**src/rtl/banked_mem_arbiter.sv**
```systemverilog
// Multi-bank shared-memory arbiter: one round-robin grant per bank per cycle, one-cycle latency.
// Optional per-core stall counters are enabled with `define BANKED_MEM_ARB_STALL_CNT_EN.
module banked_mem_arbiter #(
  parameter int unsigned NUM_CORES   = 4,
  parameter int unsigned BANK_SEL_W  = 2,
  parameter int unsigned WORD_ADDR_W = 6,
  parameter int unsigned DATA_W      = 8
) (
  input  logic                                          clk,
  input  logic                                          reset,
  input  logic [2*NUM_CORES-1:0]                        enable,
  input  logic [NUM_CORES*(BANK_SEL_W+WORD_ADDR_W)-1:0] addr,
  input  logic [NUM_CORES*DATA_W-1:0]                   wr_data,
  output logic [NUM_CORES*DATA_W-1:0]                   rd_data,
  output logic [NUM_CORES-1:0]                          ready
`ifdef BANKED_MEM_ARB_STALL_CNT_EN
  ,
  output logic [NUM_CORES*16-1:0]                       stall_cnt
`endif
);

  localparam int unsigned NUM_BANKS = 2 ** BANK_SEL_W;
  localparam int unsigned ADDR_W    = BANK_SEL_W + WORD_ADDR_W;
  localparam int unsigned DEPTH     = 2 ** WORD_ADDR_W;
  localparam int unsigned CORE_W    = (NUM_CORES > 1) ? $clog2(NUM_CORES) : 1;

  logic [NUM_CORES-1:0]        eligible;
  logic [NUM_CORES-1:0]        is_write;
  logic [NUM_CORES-1:0]        grant;
  logic [BANK_SEL_W-1:0]       bank_sel   [NUM_CORES];
  logic [WORD_ADDR_W-1:0]      word_addr  [NUM_CORES];

  logic [NUM_BANKS-1:0]        bank_gnt;
  logic [CORE_W-1:0]           bank_gnt_id [NUM_BANKS];
  logic [NUM_BANKS-1:0]        bank_we;
  logic [WORD_ADDR_W-1:0]      bank_waddr  [NUM_BANKS];
  logic [DATA_W-1:0]           bank_wdata  [NUM_BANKS];
  logic [DATA_W-1:0]           bank_rdata  [NUM_BANKS];

  logic [CORE_W-1:0]           ptr_q       [NUM_BANKS];
  // Last cycle's grants: doubles as the ready pulse and the eligibility mask.
  logic [NUM_CORES-1:0]        grant_q;
  logic [NUM_CORES*DATA_W-1:0] rd_data_d, rd_data_q;
  logic [DATA_W-1:0]           mem_q       [NUM_BANKS][DEPTH];

  always_comb begin
    for (int c = 0; c < NUM_CORES; c++) begin
      eligible[c]  = (enable[2*c +: 2] != 2'b00) && !grant_q[c];
      is_write[c]  = enable[2*c+1];
      bank_sel[c]  = addr[c*ADDR_W+WORD_ADDR_W +: BANK_SEL_W];
      word_addr[c] = addr[c*ADDR_W +: WORD_ADDR_W];
    end
  end

  // Per-bank round-robin search starting just above the bank's last winner.
  always_comb begin
    logic [CORE_W-1:0] idx;
    idx = '0;
    for (int b = 0; b < NUM_BANKS; b++) begin
      bank_gnt[b]    = 1'b0;
      bank_gnt_id[b] = '0;
      for (int k = 1; k <= NUM_CORES; k++) begin
        idx = CORE_W'((int'(ptr_q[b]) + k) % NUM_CORES);
        if (!bank_gnt[b] && eligible[idx] && (bank_sel[idx] == BANK_SEL_W'(b))) begin
          bank_gnt[b]    = 1'b1;
          bank_gnt_id[b] = idx;
        end
      end
    end
  end

  always_comb begin
    for (int c = 0; c < NUM_CORES; c++) begin
      grant[c] = eligible[c] && bank_gnt[bank_sel[c]] &&
                 (bank_gnt_id[bank_sel[c]] == CORE_W'(c));
    end
  end

  always_comb begin
    for (int b = 0; b < NUM_BANKS; b++) begin
      bank_we[b]    = bank_gnt[b] && is_write[bank_gnt_id[b]];
      bank_waddr[b] = word_addr[bank_gnt_id[b]];
      bank_wdata[b] = wr_data[int'(bank_gnt_id[b])*DATA_W +: DATA_W];
      bank_rdata[b] = mem_q[b][bank_waddr[b]];
    end
  end

  always_comb begin
    rd_data_d = '0;
    for (int c = 0; c < NUM_CORES; c++) begin
      if (grant[c] && !is_write[c]) begin
        rd_data_d[c*DATA_W +: DATA_W] = bank_rdata[bank_sel[c]];
      end
    end
  end

  // Bank storage is deliberately not cleared by reset.
  always_ff @(posedge clk) begin
    for (int b = 0; b < NUM_BANKS; b++) begin
      if (!reset && bank_we[b]) begin
        mem_q[b][bank_waddr[b]] <= bank_wdata[b];
      end
    end
  end

  always_ff @(posedge clk) begin
    if (reset) begin
      for (int b = 0; b < NUM_BANKS; b++) begin
        ptr_q[b] <= CORE_W'(NUM_CORES - 1);
      end
      grant_q   <= '0;
      rd_data_q <= '0;
    end else begin
      for (int b = 0; b < NUM_BANKS; b++) begin
        if (bank_gnt[b]) begin
          ptr_q[b] <= bank_gnt_id[b];
        end
      end
      grant_q   <= grant;
      rd_data_q <= rd_data_d;
    end
  end

  assign ready   = grant_q;
  assign rd_data = rd_data_q;

`ifdef BANKED_MEM_ARB_STALL_CNT_EN
  logic [15:0] stall_q [NUM_CORES];

  always_ff @(posedge clk) begin
    if (reset) begin
      for (int c = 0; c < NUM_CORES; c++) begin
        stall_q[c] <= '0;
      end
    end else begin
      for (int c = 0; c < NUM_CORES; c++) begin
        if (eligible[c] && !grant[c] && (stall_q[c] != 16'hFFFF)) begin
          stall_q[c] <= stall_q[c] + 16'd1;
        end
      end
    end
  end

  always_comb begin
    for (int c = 0; c < NUM_CORES; c++) begin
      stall_cnt[c*16 +: 16] = stall_q[c];
    end
  end
`endif

endmodule

```
**config.mk**
```make
export PLATFORM = sky130hd
export DESIGN_NAME = banked_mem_arbiter
export DESIGN_NICKNAME = d
export VERILOG_FILES = /design/src/rtl/banked_mem_arbiter.sv
export SDC_FILE = /design/constraint.sdc
export NUM_CORES = 2
export LEC_CHECK = 0
export CORE_UTILIZATION = 60
export CTS_CLUSTER_SIZE = 14
export DETAILED_ROUTE_END_ITERATION = 12
export GPL_ROUTABILITY_DRIVEN = 1
export PLACE_DENSITY = 0.75
export SLEW_MARGIN = 5
export SYNTH_ARGS = -nofsm -noshare
export SYNTH_HDL_FRONTEND = slang
export SYNTH_SLANG_ARGS = --single-unit
export TNS_END_PERCENT = 10
```
**constraint.sdc**
```tcl
create_clock -name clk -period 10.4 [get_ports clk]
set_input_delay 1.56 -clock clk [delete_from_list [all_inputs] [get_ports clk]]
set_output_delay 1.56 -clock clk [all_outputs]
set_load 0.02 [all_outputs]
```
==> run_results.csv <==
group,metric,value,unit
outcome,outcome,"finished clean",
route,first_pass_iters,6,
die,dieArea,0.145,sq mm
cts,cts_buffers,199,
synth,synth_top_area_share,71.6,%
synth,synth_compound_area_share,10.5,%
critical_path,crit_top_cell,"nand3_1",
timing,slew_headroom,7.59,%
min_path,hold_class,"reg2reg",
synth,yosys.area.top_type,"edfxtp_1",
cts,path_clk_slew,0.06,ns
route,drt_iter0_markers,10420,
timing,max_freq,127,MHz
synth,synth_edf_count,2056,
route,viasPerCell,7.14,
cts,clk_latency,0.85,ns
place,place_hpwl,165000,um
cells_and_area,regArea,0.0625,sq mm
critical_path,crit_chain,"clkdlybuf4s50_1 > o21bai_1 > nor2_1 > o22ai_1 > a211oi_2 > nand3_1 > nand2_4 > buf_4 > nand3_1 > a31o_2 > a2111oi_0 > nand4_1 > a22oi_1 > o211ai_1",
synth,yosys-top-cells-count,"edfxtp_1, nand2_1, nor2_1",
cts,cts_num_sinks,2092,
pwr,vdd_ir_drop_max,205,uV
route,drc_errors,0,
synth,synthSimpleGateAreaFrac,9.15,%
pwr,power-per-cell-area,233,mW/mm^2
global_route,grt_overflow_total,0,
critical_path,worstSetupEndpointType,"flip-flop",
die,core-area,0.142,sq mm
flow_run,drv_cap,0,
timing,hold_violations,0,
timing,layout_min_cycle_time,7.87,ns
synth,synth_top_family_by_area,"compound AO/OA/AOI/OAI gates",
timing,setup_viol,0,
critical_path,cp-start-kind,"primary input",
synth,syn_inst,5975,
timing,fin_tns_setup,0,ns
synth,synth.avg_cell_area,14.4,sq um
critical_path,crit_fanout,39,
place,io_buffers,109,
synth,ys_types,97,
cells_and_area,area_delta_synth_final,12.1,%
synth,syn_nets,6049,
pwr,power_frac_seq,44.0,%
global_route,grt_pass1_wl,381000,um
global_route,grt_max_degree,114,
synth,synth-xor-area-share,0,%
cts,clockBufferDepth,3,
pwr,switching_power,7170,uW
timing,rsz0062_at_grt,"no",
timing,worst_pin_slew,1.37,ns
critical_path,arrival,8.56,ns
synth,synth_fa_ha_area_share,0,%
cells_and_area,nFillCells,9362,
die,ios,110,
critical_path,reg2reg_setup_slack,3.57,ns
global_route,track_usage,36.0,%
pwr,p_sw_share,31.8,%
critical_path,crit_slowest_cell,"a211oi_2",
timing,post-route-period-util,75.6,%
route,post_drt_wl_per_cell,32.6,um
cts,hold_buffers,0,
pwr,power.leakage,0.0314,uW
critical_path,critPathKind,"in2reg",
timing,drv_slew,0,
synth,yosysSeqAreaShare,72.4,%
critical_path,cp.required,11.10,ns
cells_and_area,fin_util,68.1,%
pwr,combPwrFrac,24.0,%
synth,synth_top_flop_cell,"edfxtp_1",
synth,async_flop_share,0,%
cts,cts_tree,"yes",
timing,finClkSkew,0.0403,ns
cells_and_area,multi_input_area,0.0228,sq mm
critical_path,max_stage_delay,0.82,ns
global_route,grt_pass1_vias,55085,
pwr,p_int,15400,uW
cells_and_area,fin_nets,6162,
pwr,p_clk_share,32.0,%
synth,yosys_warnings,0,
synth,synthTopCellsByArea,"edfxtp_1, nand2_1, mux2i_1",
cts,cts_resized,0,
synth,muxShareOfSynthArea,5.85,%
die,die_h,381,um
synth,yosysMostFrequentCell,"edfxtp_1",
global_route,antenna_found_initial,18,
die,initial_core_util,60.7,%
cts,cts_max_level,4,
synth,ys_seq_elements,2092,
synth,syn_area,0.0863,sq mm
cts,root_buffer,"clkbuf_16",
route,ant_nets,0,
route,wirelength,266000,um
die,rows,138,
cells_and_area,layout-drive-gt1-share,12.3,%
die,die_w,381,um
place,place_congestion,0.964,
cts,post_cts_buffers,0,
route,via_count,58162,
[final timing paths]
check                startpoint           to  depth (start not counted)
hold reg to reg   mem_q[1][354]  rd_data[26]                          4
setup / recovery      enable[5]   rd_data[6]                         14
setup reg to reg       ready[2]   rd_data[6]                         13
hold / removal    mem_q[1][354]  rd_data[26]                          4
[state kept, by name, indices dropped and copies added, names as in the netlist]
register / flops
rd_data: 32
ptr_q: 8
mem_q: 2048
ready: 4
[placed cells by master, fill, tap and decap left out, drive strengths merged, types with 89 or more instances in the layout]
master,count
buf,177
and3,100
clkdlybuf4s50,109
nor2,348
a31oi,101
a21oi,216
a22oi,155
nand3,255
a221oi,135
nor3,89
nand2,893
edfxtp,2056
clkbuf,255
mux2,149
o21ai,117
mux2i,255
[power groups by stage]
stage / combinational [uW] / clock [uW] / sequential [uW]
after floorplan: 2950 / 0 / 10100
after global placement: 5060 / 0 / 10100
after detailed placement: 5150 / 0 / 10100
after CTS: 5180 / 7230 / 9910
after global routing: 5520 / 7530 / 9920
final: 5400 / 7220 / 9920
[critical path, delay by kind of cell]
kind / cells / cell delay, ns
AOI/OAI and AO/OA: 7 / 2.96
buffers and inverters: 2 / 1.19
and+or+nand+nor: 5 / 2.76
[cells by family (layout without fill, tap and decap cells)]
group,Yosys count,after routing
other,0,3
AO/OA/AOI/OAI,1238,1238
AND/OR/NAND/NOR,1805,1805
buffers and inverters,400,680
multiplexers,440,440
flip-flops,2092,2092
[cell type report]
type                            instances  area share (%)
Tap cell                             1890            2.45
Antenna cell                            3         0.00776
Timing Repair Buffer                  287            2.59
Multi-Input combinational cell       3483            23.6
Sequential cell                      2092            64.6
Clock inverter                        114            1.18
Inverter                               25          0.0970
Clock buffer                          254            5.52
[stage by stage]
step	setup WS, ns	cell area, sq um	power, uW	hold WS (ns)	instances
after floorplan	4.29	86300	13100	0.702	5975
after global placement	2.06	90200	15200	0.876	7776
after detailed placement	1.96	90200	15200	0.883	7776
after CTS	2.85	96700	22300	0.878	8144
after global routing	2.37	96700	23000	0.901	8145
final	2.53	96700	22500	0.890	8148
[routing by layer]
layer | routed length, um | global-route usage (%) | vias up
li1 | - | - | 23738
met1 | 96100 | 51.2 | 28554
met2 | 115000 | 52.0 | 4965
met3 | 41600 | 11.2 | 875
met4 | 12400 | 14.8 | 30
met5 | 181 | 0 | -
(Power assumes the default switching activity.)
